File: src/rtl/control_sequencer_pkg.sv
// Shared definitions for the control sequencer: state encodings, instruction classes,
// error-cause record and the decoder-flag classifier.
package control_sequencer_pkg;

    localparam int STATE_W          = 3;
    localparam int MEM_WAIT_MAX_DEF = 15;
    localparam int WAIT_W_DEF       = 4;

    localparam logic [STATE_W-1:0] ST_FETCH  = 3'd0;
    localparam logic [STATE_W-1:0] ST_DECODE = 3'd1;
    localparam logic [STATE_W-1:0] ST_EXEC   = 3'd2;
    localparam logic [STATE_W-1:0] ST_MEM    = 3'd3;
    localparam logic [STATE_W-1:0] ST_WB     = 3'd4;
    localparam logic [STATE_W-1:0] ST_ERR    = 3'd7;

    typedef enum logic [2:0] {
        CLS_NONE = 3'd0,
        CLS_ALU  = 3'd1,
        CLS_LD   = 3'd2,
        CLS_ST   = 3'd3,
        CLS_PUSH = 3'd4,
        CLS_POP  = 3'd5,
        CLS_JUMP = 3'd6,
        CLS_BE   = 3'd7
    } cls_e;

    typedef struct packed {
        logic timeout;
        logic illegal;
    } cause_t;

    // Flag vector order is {be, jump, pop, push, st, ld, alu}; anything not one-hot maps to NONE.
    function automatic cls_e encode_class(input logic [6:0] flags);
        cls_e c;
        c = CLS_NONE;
        case (flags)
            7'b000_0001: c = CLS_ALU;
            7'b000_0010: c = CLS_LD;
            7'b000_0100: c = CLS_ST;
            7'b000_1000: c = CLS_PUSH;
            7'b001_0000: c = CLS_POP;
            7'b010_0000: c = CLS_JUMP;
            7'b100_0000: c = CLS_BE;
            default:     c = CLS_NONE;
        endcase
        return c;
    endfunction

endpackage

File: src/rtl/control_sequencer_if.sv
// Decoder/datapath/memory handshake bundle of the control sequencer.
// master = sequencer side, slave = datapath/decoder side.
interface control_sequencer_if;
    import control_sequencer_pkg::*;

    logic                alu, ld, st, push, pop, jump, be;
    logic                zero;
    logic                mem_ready;
    logic [STATE_W-1:0]  state;
    logic                mem_req, mem_we;
    logic                ir_load, pc_inc, pc_load;
    logic                sp_dec, sp_inc;
    logic                reg_we;
    logic                illegal, timeout;

    modport master (
        input  alu, ld, st, push, pop, jump, be, zero, mem_ready,
        output state, mem_req, mem_we, ir_load, pc_inc, pc_load,
               sp_dec, sp_inc, reg_we, illegal, timeout
    );

    modport slave (
        output alu, ld, st, push, pop, jump, be, zero, mem_ready,
        input  state, mem_req, mem_we, ir_load, pc_inc, pc_load,
               sp_dec, sp_inc, reg_we, illegal, timeout
    );
endinterface

File: src/rtl/control_sequencer_mem_wait_timer.sv
// Memory wait-state counter: counts stalled cycles and flags the cycle whose stall
// would bring the count to MEM_WAIT_MAX.
module control_sequencer_mem_wait_timer #(
    parameter int MEM_WAIT_MAX = 15,
    parameter int WAIT_W       = 4
) (
    input  logic clk,
    input  logic rst_n,
    input  logic i_clr,
    input  logic i_en,
    output logic o_expire
);

    localparam logic [WAIT_W-1:0] LAST_OK = WAIT_W'(MEM_WAIT_MAX - 1);

    logic [WAIT_W-1:0] r_cnt;

    // Stall counter; clear has priority over count.
    always_ff @(posedge clk or negedge rst_n) begin
        if (!rst_n) begin
            r_cnt <= {WAIT_W{1'b0}};
        end else if (i_clr) begin
            r_cnt <= {WAIT_W{1'b0}};
        end else if (i_en) begin
            r_cnt <= r_cnt + WAIT_W'(1);
        end else begin
            r_cnt <= r_cnt;
        end
    end

    assign o_expire = i_en & (r_cnt == LAST_OK);

endmodule

File: src/rtl/control_sequencer.sv
// Multi-cycle FETCH/DECODE/EXEC/MEM/WB instruction sequencer with illegal-decode and
// memory-timeout trapping through a one-cycle ERR state.
module control_sequencer
    import control_sequencer_pkg::*;
#(
    parameter int MEM_WAIT_MAX = MEM_WAIT_MAX_DEF,
    parameter int WAIT_W       = WAIT_W_DEF
) (
    input  logic                 clk,
    input  logic                 rst_n,
    control_sequencer_if.master  bus
);

    logic [STATE_W-1:0] r_state, w_next_state;
    cls_e               r_cls, w_next_cls, w_dec_cls;
    cause_t             r_cause, w_next_cause;
    logic               w_in_mem, w_wait_clr, w_wait_en, w_expire;

    assign w_dec_cls  = encode_class({bus.be, bus.jump, bus.pop, bus.push, bus.st, bus.ld, bus.alu});
    assign w_in_mem   = (r_state == ST_FETCH) | (r_state == ST_MEM);
    assign w_wait_clr = ~w_in_mem | bus.mem_ready;
    assign w_wait_en  = w_in_mem & ~bus.mem_ready;

    control_sequencer_mem_wait_timer #(
        .MEM_WAIT_MAX (MEM_WAIT_MAX),
        .WAIT_W       (WAIT_W)
    ) u_wait_timer (
        .clk      (clk),
        .rst_n    (rst_n),
        .i_clr    (w_wait_clr),
        .i_en     (w_wait_en),
        .o_expire (w_expire)
    );

    // Next-state, class latch and error-cause logic.
    always_comb begin
        w_next_state = r_state;
        w_next_cls   = r_cls;
        w_next_cause = r_cause;
        case (r_state)
            ST_FETCH: begin
                if (bus.mem_ready) begin
                    w_next_state = ST_DECODE;
                end else if (w_expire) begin
                    w_next_state         = ST_ERR;
                    w_next_cause.timeout = 1'b1;
                end else begin
                    w_next_state = ST_FETCH;
                end
            end
            ST_DECODE: begin
                w_next_cls = w_dec_cls;
                if (w_dec_cls == CLS_NONE) begin
                    w_next_state         = ST_ERR;
                    w_next_cause.illegal = 1'b1;
                end else if (w_dec_cls == CLS_POP) begin
                    w_next_state = ST_MEM;
                end else begin
                    w_next_state = ST_EXEC;
                end
            end
            ST_EXEC: begin
                case (r_cls)
                    CLS_ALU:                   w_next_state = ST_WB;
                    CLS_LD, CLS_ST, CLS_PUSH:  w_next_state = ST_MEM;
                    default:                   w_next_state = ST_FETCH;
                endcase
            end
            ST_MEM: begin
                if (bus.mem_ready) begin
                    if ((r_cls == CLS_LD) || (r_cls == CLS_POP)) begin
                        w_next_state = ST_WB;
                    end else begin
                        w_next_state = ST_FETCH;
                    end
                end else if (w_expire) begin
                    w_next_state         = ST_ERR;
                    w_next_cause.timeout = 1'b1;
                end else begin
                    w_next_state = ST_MEM;
                end
            end
            ST_WB: begin
                w_next_state = ST_FETCH;
            end
            ST_ERR: begin
                w_next_state = ST_FETCH;
                w_next_cause = 2'b00;
            end
            default: begin
                w_next_state = ST_FETCH;
                w_next_cause = 2'b00;
            end
        endcase
    end

    // State, class and cause registers.
    always_ff @(posedge clk or negedge rst_n) begin
        if (!rst_n) begin
            r_state <= ST_FETCH;
            r_cls   <= CLS_NONE;
            r_cause <= 2'b00;
        end else begin
            r_state <= w_next_state;
            r_cls   <= w_next_cls;
            r_cause <= w_next_cause;
        end
    end

    // Strobes are qualified by rst_n so they drop the instant reset asserts.
    assign bus.state   = r_state;
    assign bus.mem_req = rst_n & w_in_mem;
    assign bus.mem_we  = rst_n & (r_state == ST_MEM) & ((r_cls == CLS_ST) | (r_cls == CLS_PUSH));
    assign bus.ir_load = rst_n & (r_state == ST_FETCH) & bus.mem_ready;
    assign bus.pc_inc  = rst_n & (r_state == ST_FETCH) & bus.mem_ready;
    assign bus.pc_load = rst_n & (r_state == ST_EXEC)
                         & ((r_cls == CLS_JUMP) | ((r_cls == CLS_BE) & bus.zero));
    assign bus.sp_dec  = rst_n & (r_state == ST_EXEC) & (r_cls == CLS_PUSH);
    assign bus.sp_inc  = rst_n & (r_state == ST_WB) & (r_cls == CLS_POP);
    assign bus.reg_we  = rst_n & (r_state == ST_WB);
    assign bus.illegal = rst_n & (r_state == ST_ERR) & r_cause.illegal;
    assign bus.timeout = rst_n & (r_state == ST_ERR) & r_cause.timeout;

endmodule

File: src/flat_wrapper.sv
// flat-port wrapper written by rule: the top's interface ports become plain ports
module control_sequencer_flat import control_sequencer_pkg::*;
#(
    parameter int MEM_WAIT_MAX = MEM_WAIT_MAX_DEF,
    parameter int WAIT_W       = WAIT_W_DEF
)
  (clk, rst_n, bus_alu, bus_ld, bus_st, bus_push, bus_pop, bus_jump, bus_be, bus_zero, bus_mem_ready, bus_state, bus_mem_req, bus_mem_we, bus_ir_load, bus_pc_inc, bus_pc_load, bus_sp_dec, bus_sp_inc, bus_reg_we, bus_illegal, bus_timeout);
  control_sequencer_if bus_i ();
  input  logic clk;
  input  logic rst_n;
  input wire logic [$bits(bus_i.alu)-1:0] bus_alu;
  input wire logic [$bits(bus_i.ld)-1:0] bus_ld;
  input wire logic [$bits(bus_i.st)-1:0] bus_st;
  input wire logic [$bits(bus_i.push)-1:0] bus_push;
  input wire logic [$bits(bus_i.pop)-1:0] bus_pop;
  input wire logic [$bits(bus_i.jump)-1:0] bus_jump;
  input wire logic [$bits(bus_i.be)-1:0] bus_be;
  input wire logic [$bits(bus_i.zero)-1:0] bus_zero;
  input wire logic [$bits(bus_i.mem_ready)-1:0] bus_mem_ready;
  output wire logic [$bits(bus_i.state)-1:0] bus_state;
  output wire logic [$bits(bus_i.mem_req)-1:0] bus_mem_req;
  output wire logic [$bits(bus_i.mem_we)-1:0] bus_mem_we;
  output wire logic [$bits(bus_i.ir_load)-1:0] bus_ir_load;
  output wire logic [$bits(bus_i.pc_inc)-1:0] bus_pc_inc;
  output wire logic [$bits(bus_i.pc_load)-1:0] bus_pc_load;
  output wire logic [$bits(bus_i.sp_dec)-1:0] bus_sp_dec;
  output wire logic [$bits(bus_i.sp_inc)-1:0] bus_sp_inc;
  output wire logic [$bits(bus_i.reg_we)-1:0] bus_reg_we;
  output wire logic [$bits(bus_i.illegal)-1:0] bus_illegal;
  output wire logic [$bits(bus_i.timeout)-1:0] bus_timeout;
  assign bus_i.alu = bus_alu;
  assign bus_i.ld = bus_ld;
  assign bus_i.st = bus_st;
  assign bus_i.push = bus_push;
  assign bus_i.pop = bus_pop;
  assign bus_i.jump = bus_jump;
  assign bus_i.be = bus_be;
  assign bus_i.zero = bus_zero;
  assign bus_i.mem_ready = bus_mem_ready;
  assign bus_state = bus_i.state;
  assign bus_mem_req = bus_i.mem_req;
  assign bus_mem_we = bus_i.mem_we;
  assign bus_ir_load = bus_i.ir_load;
  assign bus_pc_inc = bus_i.pc_inc;
  assign bus_pc_load = bus_i.pc_load;
  assign bus_sp_dec = bus_i.sp_dec;
  assign bus_sp_inc = bus_i.sp_inc;
  assign bus_reg_we = bus_i.reg_we;
  assign bus_illegal = bus_i.illegal;
  assign bus_timeout = bus_i.timeout;
  control_sequencer #(.MEM_WAIT_MAX(MEM_WAIT_MAX), .WAIT_W(WAIT_W)) u_core (.clk(clk), .rst_n(rst_n), .bus(bus_i));
endmodule
File: config.mk
export PLATFORM = sky130hd
export DESIGN_NAME = control_sequencer_flat
export DESIGN_NICKNAME = d
export VERILOG_FILES = /design/src/rtl/control_sequencer_pkg.sv /design/src/rtl/control_sequencer_if.sv /design/src/rtl/control_sequencer_mem_wait_timer.sv /design/src/rtl/control_sequencer.sv /design/src/flat_wrapper.sv
export SDC_FILE = /design/constraint.sdc
export NUM_CORES = 1
export LEC_CHECK = 0
export ABC_AREA = 1
export CAP_MARGIN = 20
export CORE_ASPECT_RATIO = 0.8
export CORE_MARGIN = 4
export CORE_UTILIZATION = 50
export DETAILED_ROUTE_END_ITERATION = 8
export DONT_BUFFER_PORTS = 1
export PLACE_DENSITY = 0.72
export REMOVE_ABC_BUFFERS = 1
export SLEW_MARGIN = 20
export SYNTH_ARGS = -nofsm -noshare
export SYNTH_HDL_FRONTEND = slang
export SYNTH_HIERARCHICAL = 1
export SYNTH_SLANG_ARGS = --single-unit
File: constraint.sdc
create_clock -name clk -period 3.6 [get_ports clk]
set_clock_uncertainty 0.05 [all_clocks]
set_input_delay 0.18 -clock clk [delete_from_list [all_inputs] [get_ports clk]]
set_output_delay 0.18 -clock clk [all_outputs]
set_load 0.05 [all_outputs]
# After elaboration in Yosys (flattened, before gate mapping)
# Index checks and enable logic that the tools add are counted.
[totals] register_bits=12 elab_cells=81 output_inout_bits=13
[classes] mux=17 reduce_logical=10 bitwise_logic=24 addsub=1 eq_ne=24
[ops] cell="3-bit equality test (second input constant)" n=7
[ops] cell="3-bit case mux with 7 select lines" n=1
[ops] cell="3-bit two-way mux" n=6
[ops] cell="1-bit AND" n=16
[ops] cell="3-bit by 2-bit equality test with 1-bit output (second input constant)" n=4
[ops] cell="3-bit case mux with 4 select lines" n=1
[ops] cell="4-bit two-way mux" n=2
[ops] cell="7-bit by 1-bit equality test with 1-bit output (second input constant)" n=1
[ops] cell="7-bit by 2-bit equality test with 1-bit output (second input constant)" n=1
[ops] cell="7-bit by 3-bit equality test with 1-bit output (second input constant)" n=1
[ops] cell="7-bit by 4-bit equality test with 1-bit output (second input constant)" n=1
[ops] cell="7-bit by 5-bit equality test with 1-bit output (second input constant)" n=1
[ops] cell="7-bit by 6-bit equality test with 1-bit output (second input constant)" n=1
[ops] cell="7-bit equality test (second input constant)" n=1
[ops] cell="3-bit by 1-bit equality test with 1-bit output (second input constant)" n=2
[ops] cell="3-bit logical NOT" n=2
[ops] cell="3-bit case mux with 2 select lines" n=1
[ops] cell="3-bit OR reduction" n=2
[ops] cell="4-bit by 1-bit adder with 4-bit output (second input constant)" n=1
[ops] cell="4-bit equality test (second input constant)" n=1
[ops] cell="1-bit two-way mux" n=4
[ops] cell="2-bit by 1-bit inequality test with 1-bit output (second input constant)" n=2
[ops] cell="1-bit inverter" n=4
[ops] cell="1-bit bitwise OR" n=4
[ops] cell="other kinds (8)" n=9

# Longest topological paths before layout
[logic_depth] word_depth=7 mapped_depth=13 mapped_depth_nobuf=13

# Cells and area by module
# The synthesis kept the hierarchy.
[modules_own_cells] mod="control_sequencer" seq_area_each_um2=200.2 area_each_um2=698.2 n_inst=1 cells_per_inst=116
[modules_own_cells] mod="control_sequencer_mem_wait_timer" seq_area_each_um2=100.1 area_each_um2=221.5 n_inst=1 cells_per_inst=27

# Worst setup path after synthesis
# Ideal clock, no wire load.
[synth_timing] path_kind="register to output" start="reg u_core.r_state[1], in the netlist u_core/bus.state[1]" end="out bus_pc_load" arrival_ps=2497 path_stages_with_launch=5 required_ps=3370 path_slack_ps=873 path_cell_list="dfrtp_1 > inv_2 > nor3_2 > nand2_1 > nor4_1"
[synth_via] elab_chain_len=3
[synth_rtl] item="start, declared" line="control_sequencer.sv:14" text="logic [STATE_W-1:0] r_state, w_next_state;"
[synth_rtl] item="start signal, assigned" line="control_sequencer.sv:104" text="r_state <= w_next_state;"
[synth_rtl] item="3-bit by 2-bit equality test with 1-bit output" line="control_sequencer.sv:116" text="assign bus.pc_load = rst_n & (r_state == ST_EXEC)"
[synth_rtl] item="1-bit AND" line="control_sequencer.sv:116"
[synth_rtl] item="1-bit AND" line="control_sequencer.sv:117" text="& ((r_cls == CLS_JUMP) | ((r_cls == CLS_BE) & bus.zero));"
[synth_rtl] item="end, declared" line="flat_wrapper.sv:25" text="output wire logic [$bits(bus_i.pc_load)-1:0] bus_pc_load;"
# Every way passes these cells.

# Final worst setup path
[layout_timing] start="reg u_core.r_state[0], in the netlist u_core/bus.state[0]" end="out bus_mem_req"
[layout_via] elab_chain_len=3 elab_cells_between_ends=4
[layout_rtl] item="3-bit by 2-bit equality test with 1-bit output / 3-bit logical NOT (equally long branches)" line="control_sequencer.sv:20" text="assign w_in_mem = (r_state == ST_FETCH) | (r_state == ST_MEM);"
[layout_rtl] item="1-bit bitwise OR *" line="control_sequencer.sv:20"
[layout_rtl] item="1-bit AND *" line="control_sequencer.sv:112" text="assign bus.mem_req = rst_n & w_in_mem;"
[layout_rtl] item="end, declared" line="flat_wrapper.sv:21" text="output wire logic [$bits(bus_i.mem_req)-1:0] bus_mem_req;"
# Every way passes the cells marked *; elsewhere a longest branch is shown, timed or not.

==> run metrics <==
status finished clean; final instance area ~1100 um^2; layout cells sized above 1 about 22%; wire per inst 12.37 um; # H-tree levels 1; critical path type reg -> out; max_cap viols 0; vias 935; Mapped Area a little over 900 um^2; Non-Filler Instances about 180; Tot GR Track Use a little under a fifth; first-pass GRT wire length about 3600 um; # fillers 147; crit start category register; DRC Markers 0; max incr delay on CP 670 ps; Die Width 55.95 um; Final Max Slew Viols 0; Remaining Overflow, GRT 0; required time worst endpoint 3370 ps; Comb power frac 45.3%; sequential share of power 38.6%; clock transition at the registers of the reported paths 80 ps; period utilization 66.30%; worst slew pin tran 884.8 ps; switching share of total power 53.57%; CP arrival 2160 ps; pin count of the biggest net entering global routing 13; dominant synthesized flop cell dfrtp_1; Die Area 2594 um^2; core area between 1500 and 2000 um^2; Final setup viols 0; CTS buffer count 3; Worst Path Buf+Inv 3; worst-path cell chain inv_2 > nand2_2 > nor2_2 > inv_2 > nand2_1 > inv_2 > nor2_1; GP Congestion 0.8919; post-CTS setup repair buffer count 0; M1 wire length just under 1000 um; Psw 0.3542 mW; Synthesis Warnings 6; nets 170; CP max stage cell nor2_1; post-synthesis cell type count 21; Area growth, synth to finish 18.91%; CP top delay family simple AND/OR/NAND/NOR gates; post-synthesis cell count 143; RSZ-0062 raised after global routing no; clock share of power 16.1%; CTS root buf clkbuf_4; Inserted Diodes 0; Max Fclk 418.9 MHz; Initial DRT Pass Iterations 4; # IOs 24; VDD IR max 0.3563 mV; Via-to-Cell Ratio 5.253; CTS tree done; Worst-Skew Late Latency ~270 ps; Vert. Die Dim 46.36 um; DR top layer met4; setup TNS 0 ps; Slew HR 40.80%; Detailed Route WL 2201 um; antenna violation net count after detailed routing 0; async set-reset flop share out of synthesis 100.0%; number of flops mapped to enable cells by yosys 0; pwr dens 604.6 nW/um^2; average size of a mapped cell 6.431 um^2; sequential fraction of the synthesis area 32.65%; port bufs 0; iteration-0 DRC count of the detailed router 41; DP Area 1047 um^2; CP Capture Type primary output; CP dominant cell by count inv_2; Sink Count 12; final HPWL from detailed placement 1705 um; Initial Util 54.89%; Worst Path Max Fanout 6; P_leak 0.5401 nW; final setup margin 1213 ps; vias in the first global route 816; placed cells approximately 170; routed length on met3 207 um; WL met2 989 um; flops & latches, synth 12; initial antenna violation count 0; worst hold path type in -> reg; final hold vios 0; CTS Buffer Depth 2; num rows 13; pre-CTS WS 1508 ps; final worst path period need 2387 ps; Int Pwr 0.3069 mW
-- state kept, by name, summed over array words and instances (netlist names) --
register                   cells
u_core/bus.state               3
u_core/r_cause                 2
u_core/r_cls                   3
u_core/u_wait_timer/r_cnt      4
-- synth_stat cells (all sizes together), types with 2 or more instances --
master / n / area share (%)
nor3: 6 / 3.8
nor4: 5 / 3.4
nand2: 34 / 15
ha: 2 / 2.7
nand3: 12 / 6.5
a21oi: 6 / 3.3
inv: 24 / 9.8
nand4: 3 / 2.0
dfrtp: 12 / 33
nor2: 26 / 13
o21ai: 9 / 4.9
-- layout by cell type (no fill, tap or decap), types with 2 or more instances in the layout --
cell type  netlist  routed
nor2_2           4       4
nor3_2           1       2
nor2_4           2       2
nand2_1         31      31
buf_4            1       8
clkbuf_4         0       3
inv_2            6       6
nand4_1          3       3
inv_1           18      18
nor3_1           5       4
nor4_2           0       5
nor2_1          20      20
nand2_2          3       3
o21ai_0          8       8
dfrtp_1         12      12
nand3_1         12      12
a21oi_1          6       6
ha_1             2       2
-- area by class of cell --
| cell class | instances | area (um^2) | share of cell area, % |
|---|---|---|---|
| Inverter | 25 | 93.84 | 8.581 |
| Clock buffer | 4 | 36.28 | 3.318 |
| Tap cell | 22 | 27.53 | 2.517 |
| Timing Repair Buffer | 10 | 81.33 | 7.437 |
| Sequential cell | 12 | 300.3 | 27.46 |
| Multi-Input combinational cell | 105 | 554.3 | 50.69 |
-- worst min-delay path, stage by stage --
cell	delay (ps)
nor2_4	40
nand2_1	50
o21ai_0	60
-- cells by family (layout without fill, tap and decap cells) --
logic type                 Yosys count  in the layout  synth area share (%)
and+or+nand+nor                     86             86                 43.81
adders and majority gates            2              2                 2.721
DFF                                 12             12                 32.65
AOI/OAI and AO/OA                   17             17                 9.796
buffers and inverters               26             39                 11.02
-- per-stage QoR --
step | util [%] | power [mW] | hold WS [ps]
finish | 65.27 | 0.6611 | 44.26
global placement | 62.51 | 0.5403 | -165.3
global route | 65.27 | 0.7119 | 59.79
detailed placement | 62.51 | 0.5484 | -165.3
CTS | 65.27 | 0.6600 | 44.19
floorplan | - | 0.4784 | -165.6
-- routing by layer --
metal | up-vias | track usage, %
li1 | 486 | -
met1 | 404 | 24.28
met2 | 43 | 29.95
met3 | 2 | 3.922
met4 | 0 | 9.953
met5 | - | 0
-- path summary, 6_finish.rpt --
kind / startpoint / end / slack [ps] / depth (start not counted)
setup / recovery: u_core/bus.state[0] / bus_mem_req / 1210 / 7
hold / removal: bus_mem_ready / u_core/r_cause[1] / 40 / 3
setup reg to reg: u_core/bus.state[0] / u_core/bus.state[2] / 1430 / 12
hold reg to reg: u_core/u_wait_timer/r_cnt[3] / u_core/u_wait_timer/r_cnt[3] / 500 / 2
max in group asynchronous: rst_n / u_core/r_cls[1] / 2850 / 1
min in group asynchronous: rst_n / u_core/r_cause[1] / 280 / 1
-- power by group through the flow --
stage | clock network, mW | logic (mW) | registers (mW)
2_1_floorplan | 0 | 0.230 | 0.249
3_3_place_gp | 0 | 0.284 | 0.257
3_5_place_dp | 0 | 0.291 | 0.257
4_1_cts | 0.109 | 0.296 | 0.255
5_1_grt | 0.118 | 0.332 | 0.261
6_report | 0.107 | 0.299 | 0.255
-- what timing repair did --
item / 4_1_cts / 5_1_grt
endpoints found under the setup margin: 0 / 0
gates resized for setup: 0 / 0
hold buffers: 1 / 0
hold endpoints to repair: 12 / 0
Note: power is estimated with default switching activity, not from simulation.
